**src/rtl/treeval_loader_if.sv**
```systemverilog
// Node-record handshake between the host and treeval_loader.
// The host drives one record per valid/ready transfer.
interface treeval_loader_if #(
   parameter int unsigned W_ADDR   = 10,
   parameter int unsigned W_ACTION = 3,
   parameter int unsigned W_REWARD = 12,
   parameter int unsigned W_WEIGHT = 7
);
   logic                node_valid;
   logic                node_ready;
   logic [W_ADDR-1:0]   node_parent;
   logic [W_ACTION-1:0] node_action;
   logic [W_REWARD-1:0] node_reward;
   logic [W_WEIGHT-1:0] node_weight;

   modport master (
      output node_valid, node_parent, node_action, node_reward, node_weight,
      input  node_ready
   );

   modport slave (
      input  node_valid, node_parent, node_action, node_reward, node_weight,
      output node_ready
   );
endinterface

```
**src/rtl/treeval_loader.sv**
```systemverilog
// Loads a decision tree into treeval through its sideband write strobes,
// releases it, waits for settled passes and returns the root result.
module treeval_loader #(
   parameter int unsigned W_ADDR         = 10,
   parameter int unsigned W_ACTION       = 3,
   parameter int unsigned W_REWARD       = 12,
   parameter int unsigned W_WEIGHT       = 7,
   parameter int unsigned MAX_DATA_WIDTH = 12,
   parameter int unsigned SETTLE_PASSES  = 2,
   parameter int unsigned TIMEOUT_CYCLES = 8192
) (
   input  logic                      clk,
   input  logic                      rst,
   input  logic                      start,
   input  logic [W_ADDR-1:0]         cfg_nodes,
   output logic                      busy,
   treeval_loader_if.slave           node,
   output logic                      tv_rst,
   output logic                      tv_mem_par,
   output logic                      tv_mem_act,
   output logic                      tv_mem_rew,
   output logic                      tv_mem_weight,
   output logic [W_ADDR-1:0]         tv_mem_addr,
   output logic [MAX_DATA_WIDTH-1:0] tv_mem_data,
   output logic                      tv_conf_nodes,
   output logic [W_ADDR-1:0]         tv_conf_data,
   input  logic                      tv_exp_change,
   input  logic [W_REWARD-1:0]       tv_exp,
   input  logic [W_ACTION-1:0]       tv_act,
   output logic                      result_valid,
   output logic [W_REWARD-1:0]       result_exp,
   output logic [W_ACTION-1:0]       result_act,
   output logic                      error
);

   localparam int unsigned W_PASS  = (SETTLE_PASSES > 1) ? $clog2(SETTLE_PASSES) : 1;
   localparam int unsigned W_TIMER = $clog2(TIMEOUT_CYCLES);

   typedef enum logic [3:0] {
      S_IDLE, S_CONF, S_ACCEPT, S_WR_PAR, S_WR_ACT, S_WR_REW, S_WR_WGT, S_REL, S_RUN
   } state_t;

   state_t              state_q, state_d;
   logic [W_ADDR-1:0]   idx_q, idx_d;
   logic [W_ADDR-1:0]   nodes_q, nodes_d;
   logic [W_ADDR-1:0]   par_q, par_d;
   logic [W_ACTION-1:0] act_q, act_d;
   logic [W_REWARD-1:0] rew_q, rew_d;
   logic [W_WEIGHT-1:0] wgt_q, wgt_d;
   logic                rel_q, rel_d;
   logic [W_PASS-1:0]   pass_q, pass_d;
   logic [W_TIMER-1:0]  timer_q, timer_d;
   logic                prev_q, prev_d;
   logic                node_ready_q;

   logic                      busy_d, node_ready_d, tv_rst_d, conf_d;
   logic                      par_s_d, act_s_d, rew_s_d, wgt_s_d;
   logic [W_ADDR-1:0]         addr_d;
   logic [MAX_DATA_WIDTH-1:0] data_d;
   logic                      res_valid_d, error_d;
   logic [W_REWARD-1:0]       res_exp_d;
   logic [W_ACTION-1:0]       res_act_d;

   assign node.node_ready = node_ready_q;
   assign tv_conf_data    = nodes_q;

   // Next-state logic; registered outputs are decoded from the next state
   always_comb begin
      state_d     = state_q;
      idx_d       = idx_q;
      nodes_d     = nodes_q;
      par_d       = par_q;
      act_d       = act_q;
      rew_d       = rew_q;
      wgt_d       = wgt_q;
      rel_d       = rel_q;
      pass_d      = pass_q;
      timer_d     = timer_q;
      prev_d      = prev_q;
      res_exp_d   = result_exp;
      res_act_d   = result_act;
      res_valid_d = 1'b0;
      error_d     = 1'b0;

      unique case (state_q)
         S_IDLE: begin
            if (start) begin
               if (cfg_nodes >= W_ADDR'(2)) begin
                  nodes_d = cfg_nodes;
                  state_d = S_CONF;
               end else begin
                  error_d = 1'b1;
               end
            end
         end
         S_CONF: begin
            idx_d   = '0;
            state_d = S_ACCEPT;
         end
         S_ACCEPT: begin
            if (node.node_valid && node_ready_q) begin
               // The root has no parent; treeval expects all-ones there
               par_d   = (idx_q == '0) ? '1 : node.node_parent;
               act_d   = node.node_action;
               rew_d   = node.node_reward;
               wgt_d   = node.node_weight;
               state_d = S_WR_PAR;
            end
         end
         S_WR_PAR: state_d = S_WR_ACT;
         S_WR_ACT: state_d = S_WR_REW;
         S_WR_REW: state_d = S_WR_WGT;
         S_WR_WGT: begin
            if (idx_q == nodes_q - W_ADDR'(1)) begin
               rel_d   = 1'b0;
               state_d = S_REL;
            end else begin
               idx_d   = idx_q + W_ADDR'(1);
               state_d = S_ACCEPT;
            end
         end
         S_REL: begin
            if (rel_q) begin
               pass_d  = '0;
               timer_d = '0;
               prev_d  = 1'b1;
               state_d = S_RUN;
            end else begin
               rel_d = 1'b1;
            end
         end
         S_RUN: begin
            prev_d = tv_exp_change;
            if (tv_exp_change && !prev_q) begin
               timer_d = '0;
               if (pass_q == W_PASS'(SETTLE_PASSES - 1)) begin
                  res_exp_d   = tv_exp;
                  res_act_d   = tv_act;
                  res_valid_d = 1'b1;
                  state_d     = S_IDLE;
               end else begin
                  pass_d = pass_q + W_PASS'(1);
               end
            end else if (timer_q == W_TIMER'(TIMEOUT_CYCLES - 1)) begin
               error_d = 1'b1;
               state_d = S_IDLE;
            end else begin
               timer_d = timer_q + W_TIMER'(1);
            end
         end
         default: state_d = S_IDLE;
      endcase

      busy_d       = (state_d != S_IDLE);
      node_ready_d = (state_d == S_ACCEPT);
      tv_rst_d     = (state_d != S_RUN);
      conf_d       = (state_d == S_CONF);
      par_s_d      = 1'b0;
      act_s_d      = 1'b0;
      rew_s_d      = 1'b0;
      wgt_s_d      = 1'b0;
      addr_d       = '0;
      data_d       = '0;
      case (state_d)
         S_WR_PAR: begin par_s_d = 1'b1; addr_d = idx_d; data_d = MAX_DATA_WIDTH'(par_d); end
         S_WR_ACT: begin act_s_d = 1'b1; addr_d = idx_d; data_d = MAX_DATA_WIDTH'(act_d); end
         S_WR_REW: begin rew_s_d = 1'b1; addr_d = idx_d; data_d = MAX_DATA_WIDTH'(rew_d); end
         S_WR_WGT: begin wgt_s_d = 1'b1; addr_d = idx_d; data_d = MAX_DATA_WIDTH'(wgt_d); end
         default: ;
      endcase
   end

   always_ff @(posedge clk) begin
      if (rst) begin
         state_q       <= S_IDLE;
         idx_q         <= '0;
         nodes_q       <= '0;
         par_q         <= '0;
         act_q         <= '0;
         rew_q         <= '0;
         wgt_q         <= '0;
         rel_q         <= 1'b0;
         pass_q        <= '0;
         timer_q       <= '0;
         prev_q        <= 1'b1;
         node_ready_q  <= 1'b0;
         busy          <= 1'b0;
         tv_rst        <= 1'b1;
         tv_conf_nodes <= 1'b0;
         tv_mem_par    <= 1'b0;
         tv_mem_act    <= 1'b0;
         tv_mem_rew    <= 1'b0;
         tv_mem_weight <= 1'b0;
         tv_mem_addr   <= '0;
         tv_mem_data   <= '0;
         result_valid  <= 1'b0;
         result_exp    <= '0;
         result_act    <= '0;
         error         <= 1'b0;
      end else begin
         state_q       <= state_d;
         idx_q         <= idx_d;
         nodes_q       <= nodes_d;
         par_q         <= par_d;
         act_q         <= act_d;
         rew_q         <= rew_d;
         wgt_q         <= wgt_d;
         rel_q         <= rel_d;
         pass_q        <= pass_d;
         timer_q       <= timer_d;
         prev_q        <= prev_d;
         node_ready_q  <= node_ready_d;
         busy          <= busy_d;
         tv_rst        <= tv_rst_d;
         tv_conf_nodes <= conf_d;
         tv_mem_par    <= par_s_d;
         tv_mem_act    <= act_s_d;
         tv_mem_rew    <= rew_s_d;
         tv_mem_weight <= wgt_s_d;
         tv_mem_addr   <= addr_d;
         tv_mem_data   <= data_d;
         result_valid  <= res_valid_d;
         result_exp    <= res_exp_d;
         result_act    <= res_act_d;
         error         <= error_d;
      end
   end

endmodule

```
**src/flat_wrapper.sv**
```systemverilog
// flat-port wrapper written by rule: the top's interface ports become plain ports
module treeval_loader_flat 
#(
   parameter int unsigned W_ADDR         = 10,
   parameter int unsigned W_ACTION       = 3,
   parameter int unsigned W_REWARD       = 12,
   parameter int unsigned W_WEIGHT       = 7,
   parameter int unsigned MAX_DATA_WIDTH = 12,
   parameter int unsigned SETTLE_PASSES  = 2,
   parameter int unsigned TIMEOUT_CYCLES = 8192
)
  (clk, rst, start, cfg_nodes, busy, tv_rst, tv_mem_par, tv_mem_act, tv_mem_rew, tv_mem_weight, tv_mem_addr, tv_mem_data, tv_conf_nodes, tv_conf_data, tv_exp_change, tv_exp, tv_act, result_valid, result_exp, result_act, error, node_node_valid, node_node_parent, node_node_action, node_node_reward, node_node_weight, node_node_ready);
  treeval_loader_if #(.W_ADDR(W_ADDR), .W_ACTION(W_ACTION), .W_REWARD(W_REWARD), .W_WEIGHT(W_WEIGHT)) node_i ();
  input  logic clk;
  input  logic rst;
  input  logic start;
  input  logic [W_ADDR-1:0] cfg_nodes;
  output logic busy;
  output logic tv_rst;
  output logic tv_mem_par;
  output logic tv_mem_act;
  output logic tv_mem_rew;
  output logic tv_mem_weight;
  output logic [W_ADDR-1:0] tv_mem_addr;
  output logic [MAX_DATA_WIDTH-1:0] tv_mem_data;
  output logic tv_conf_nodes;
  output logic [W_ADDR-1:0] tv_conf_data;
  input  logic tv_exp_change;
  input  logic [W_REWARD-1:0] tv_exp;
  input  logic [W_ACTION-1:0] tv_act;
  output logic result_valid;
  output logic [W_REWARD-1:0] result_exp;
  output logic [W_ACTION-1:0] result_act;
  output logic error;
  input wire logic [$bits(node_i.node_valid)-1:0] node_node_valid;
  input wire logic [$bits(node_i.node_parent)-1:0] node_node_parent;
  input wire logic [$bits(node_i.node_action)-1:0] node_node_action;
  input wire logic [$bits(node_i.node_reward)-1:0] node_node_reward;
  input wire logic [$bits(node_i.node_weight)-1:0] node_node_weight;
  output wire logic [$bits(node_i.node_ready)-1:0] node_node_ready;
  assign node_i.node_valid = node_node_valid;
  assign node_i.node_parent = node_node_parent;
  assign node_i.node_action = node_node_action;
  assign node_i.node_reward = node_node_reward;
  assign node_i.node_weight = node_node_weight;
  assign node_node_ready = node_i.node_ready;
  treeval_loader #(.W_ADDR(W_ADDR), .W_ACTION(W_ACTION), .W_REWARD(W_REWARD), .W_WEIGHT(W_WEIGHT), .MAX_DATA_WIDTH(MAX_DATA_WIDTH), .SETTLE_PASSES(SETTLE_PASSES), .TIMEOUT_CYCLES(TIMEOUT_CYCLES)) u_core (.clk(clk), .rst(rst), .start(start), .cfg_nodes(cfg_nodes), .busy(busy), .node(node_i), .tv_rst(tv_rst), .tv_mem_par(tv_mem_par), .tv_mem_act(tv_mem_act), .tv_mem_rew(tv_mem_rew), .tv_mem_weight(tv_mem_weight), .tv_mem_addr(tv_mem_addr), .tv_mem_data(tv_mem_data), .tv_conf_nodes(tv_conf_nodes), .tv_conf_data(tv_conf_data), .tv_exp_change(tv_exp_change), .tv_exp(tv_exp), .tv_act(tv_act), .result_valid(result_valid), .result_exp(result_exp), .result_act(result_act), .error(error));
endmodule
```
**config.mk**
```make
export PLATFORM = sky130hd
export DESIGN_NAME = treeval_loader_flat
export DESIGN_NICKNAME = d
export VERILOG_FILES = /design/src/rtl/treeval_loader_if.sv /design/src/rtl/treeval_loader.sv /design/src/flat_wrapper.sv
export SDC_FILE = /design/constraint.sdc
export NUM_CORES = 1
export LEC_CHECK = 0
export ABC_AREA = 1
export CAP_MARGIN = 20
export CORE_UTILIZATION = 45
export CTS_CLUSTER_SIZE = 24
export DETAILED_ROUTE_END_ITERATION = 16
export PLACE_DENSITY_LB_ADDON = 0.15
export SLEW_MARGIN = 15
export SYNTH_ARGS = -nofsm -noshare
export SYNTH_HDL_FRONTEND = slang
export SYNTH_SLANG_ARGS = --single-unit
```
**constraint.sdc**
```tcl
create_clock -name clk -period 1.9 [get_ports clk]
set_clock_uncertainty 0.2 [all_clocks]
set_input_delay 0.19 -clock clk [delete_from_list [all_inputs] [get_ports clk]]
set_output_delay 0.19 -clock clk [all_outputs]
set_load 0.02 [all_outputs]
```
==> flow_metrics.env <==
export IMPL_report_final_slew_viol_count=0
export IMPL_drt_iter0_markers=326
export IMPL_worst_slack_ns=-0.179
export IMPL_nNetsFinal=1050
export IMPL_drtPass1Iterations=5
export IMPL_post_route_min_period_ns=2.08
export IMPL_grt_pass1_vias=5652
export IMPL_timing_rr_end="u_core.idx_q[1]$_SDFF_PP0_"
export IMPL_crit_path_start="u_core.tv_conf_data[1]$_SDFFE_PP0P_"
export IMPL_pwr_share_clk=0.460
export IMPL_ys_seq_area_frac=0.435
export IMPL_switching_power_mw=1.72
export IMPL_start_kind="flip-flop"
export IMPL_p_total_mw=6.73
export IMPL_grt_use_total=0.260
export IMPL_rows=39
export IMPL_final_util=0.740
export IMPL_end_kind="flip-flop"
export IMPL_placed_cell_area_sq_mm=0.00739
export IMPL_ys_types=43
export IMPL_r2r_slack_ns=-0.18
export IMPL_postSynthCellCount=764
export IMPL_vias=5879
export IMPL_fmax_mhz=481
export IMPL_seq_power_share=0.384
export IMPL_syn_area_sq_mm=0.00548
export IMPL_p_comb_frac=0.156
export IMPL_internal_power_mw=5.01
export IMPL_relSlewSlack=0.606
export IMPL_synth_top_cell_area_share=0.435
export IMPL_htree_levels=4
export IMPL_grt_max_degree=51
export IMPL_max_cap_violations=0
export IMPL_port_buffers=118
export IMPL_setup_viol=33
export IMPL_hp_class="input pin to flip-flop"
export IMPL_violations="setup timing"
export IMPL_die_w_um=112
export IMPL_synth_seq_cells=119
export IMPL_avgSynthCellArea_sq_um=7.17
export IMPL_antenna_found_initial=0
export IMPL_finalHoldWorstSlack_ns=0.155
export IMPL_fillCellCount=879
export IMPL_finalWirelength_um=16400
export IMPL_hold_violations=0
export IMPL_drcViolationCount=0
export IMPL_dp_slack_ns=-0.176
export IMPL_clock_latency_ns=0.41
export IMPL_path_clk_slew_ns=0.06
export IMPL_r2r_cells=12
export IMPL_swShare=0.255
export IMPL_period_share=1.09
export IMPL_p_leak_nw=3.66
export IMPL_yosys_area_top_type="dfxtp_1"
export IMPL_endpoint="u_core.idx_q[1]$_SDFF_PP0_"
export IMPL_power_density_mw_per_mm2=779
export IMPL_ios=119
export IMPL_synthTopCellsByArea="dfxtp_1, nand2_1, nor2_1"
export IMPL_outcome="complete, but fails checks"
export IMPL_yosysWarnings=0
export IMPL_cts_buffers=17
export IMPL_diodes=0
export IMPL_worst_setup_path_type="flip-flop to flip-flop"
export IMPL_start_util=0.470
export IMPL_die_area_sq_mm=0.0126
export IMPL_routabilityCongestion=0.851
export IMPL_viasPerCell=5.16
export IMPL_drive_gt1_frac=0.287
export IMPL_syn_nets=830
export IMPL_rsz0062_at_grt="true"
export IMPL_tightest_slew_ns=0.590
export IMPL_hpwl_um=10800
export IMPL_grt_pass1_wl_um=26200
export IMPL_clock_sinks=119
export IMPL_avgRoutedWirePerCell_um=14.4
export IMPL_path_max_fanout=5
export IMPL_grt_ovfl_total=0
export IMPL_ir_drop_mv=0.584
export IMPL_crit_arrival_ns=2.16
export IMPL_worstPathRequired_ns=1.98
export IMPL_root_buffer="clkbuf_16"
export IMPL_cts_tree="yes"
export IMPL_clockBufferDepth=2
export IMPL_core_area_sq_mm=0.0117
export IMPL_stdcell_area_sq_mm=0.00863
export IMPL_r2r_start="u_core.tv_conf_data[1]$_SDFFE_PP0P_"
export IMPL_syn_to_final_growth_pct=57.5
export IMPL_ant_nets=0
export IMPL_die_h_um=112
## critical path, stage by stage (launching register included)
cell	delay (ns)
dfxtp_4	0.36
inv_4	0.04
ha_4	0.16
nand2_2	0.10
nor2_4	0.05
buf_4	0.13
xnor2_1	0.15
nor2_1	0.33
nand3_4	0.16
nand2_4	0.10
o21ai_2	0.06
nand2_2	0.08
nor2_1	0.04
## sequential cells by signal (all words and copies together) (netlist names), 4 cells and up
register and flops:
u_core.tv_conf_data 10, u_core.tv_mem_addr 10, u_core.wgt_q 7, u_core.idx_q 10
u_core.tv_mem_data 12, u_core.rew_q 12, u_core.par_q 10, u_core.result_exp 12
u_core.timer_q 13, u_core.state_q 4
## cells in the mapped netlist (all sizes together)
cell,count
nand2,157
nor2,148
dfxtp,119
inv,79
a21oi,55
o21ai,52
nand3,40
buf,16
nand4,16
or2,15
clkbuf,10
mux2i,9
nor3,9
nor4,9
xor2,9
and2,7
ha,4
xnor2,4
a21o,1
clkinv,1
nand3b,1
nor3b,1
o22ai,1
o31ai,1
## placed cells by master (no fill, tap or decap), types with 3 or more instances in the layout
master,n
xor2_1,9
o21ai_1,5
nor2_1,126
nand4_1,14
clkbuf_1,3
inv_4,5
nor4_2,3
nor2_4,10
buf_6,12
nand3_2,14
inv_2,16
buf_12,6
nor3_1,6
clkbuf_16,18
inv_1,57
nand2_1,132
o21ai_0,37
and2_1,7
dfxtp_1,109
dlymetal6s2s_1,4
o21ai_2,9
dlygate4sd2_1,4
clkinv_2,5
buf_4,88
nand2_4,4
a21oi_1,37
mux2i_1,9
xnor2_1,3
nand3_1,24
or2_2,13
nand2_2,22
clkdlybuf4s50_1,109
nor4_1,6
dfxtp_4,4
nor2_2,12
a21oi_2,17
dfxtp_2,6
## repair_timing
action	CTS	global route
setup endpoints to repair	50	70
endpoints found under the hold margin	5	0
pin swaps	41	25
buffers inserted	14	11
gates cloned	1	1
gates resized for setup	60	83
hold buffers	1	0
## per-layer routing
| metal | vias to the layer above | GRT usage | wire length [um] |
|---|---|---|---|
| met3 | 51 | 0.0626 | 952 |
| li1 | 2897 | - | - |
| met4 | 0 | 0.111 | 486 |
| met5 | - | 0 | 0 |
| met1 | 2709 | 0.317 | 7060 |
| met2 | 222 | 0.439 | 7950 |
## worst min path at each step
stage	endpoint	from	slack (ns)	cells after the start
after floorplan	u_core.tv_conf_data[9]$_SDFFE_PP0P_	cfg_nodes[9]	0.12	2
after global placement	u_core.rel_q$_SDFFE_PP0P_	u_core.rel_q$_SDFFE_PP0P_	0.25	2
after detailed placement	u_core.wgt_q[2]$_SDFF_PP0_	u_core.wgt_q[2]$_SDFF_PP0_	0.26	2
after CTS	u_core.wgt_q[3]$_SDFF_PP0_	node_node_weight[3]	0.15	3
after global routing	u_core.wgt_q[3]$_SDFF_PP0_	node_node_weight[3]	0.17	3
final	u_core.wgt_q[3]$_SDFF_PP0_	node_node_weight[3]	0.15	3
## cell families after synthesis
family                   synth area share
AND/OR/NAND/NOR                     0.331
flip-flops                          0.435
AO/OA/AOI/OAI                       0.108
buffers and inverters              0.0788
XOR/XNOR                           0.0221
multiplexers                       0.0164
adder cells (fa/ha/maj)           0.00913
## power by group through the flow
stage          clock network [mW]  registers (mW)  logic, mW
2_1_floorplan                   0            2.66      0.440
3_3_place_gp                    0            2.63      0.852
3_5_place_dp                    0            2.63      0.866
4_1_cts                      3.13            2.58      0.981
5_1_grt                      3.25            2.59       1.14
6_report                     3.10            2.58       1.05
## stage by stage
step | instances | setup TNS [ns]
2_1_floorplan | 764 | -0.0115
3_3_place_gp | 1080 | -2.19
3_5_place_dp | 1080 | -5.38
4_1_cts | 1127 | -1.14
5_1_grt | 1139 | -7.84
6_report | 1139 | -3.66
## cell type report
cell class                      instances  area (sq um)  share of cell area
Clock buffer                           22           464              0.0538
Clock inverter                          9           101              0.0117
Inverter                               80           318              0.0368
Multi-Input combinational cell        540          3030               0.351
Sequential cell                       119          2400               0.279
Tap cell                              143           179              0.0207
Timing Repair Buffer                  226          2130               0.247
No activity file was read; power rests on OpenSTA's default activity.
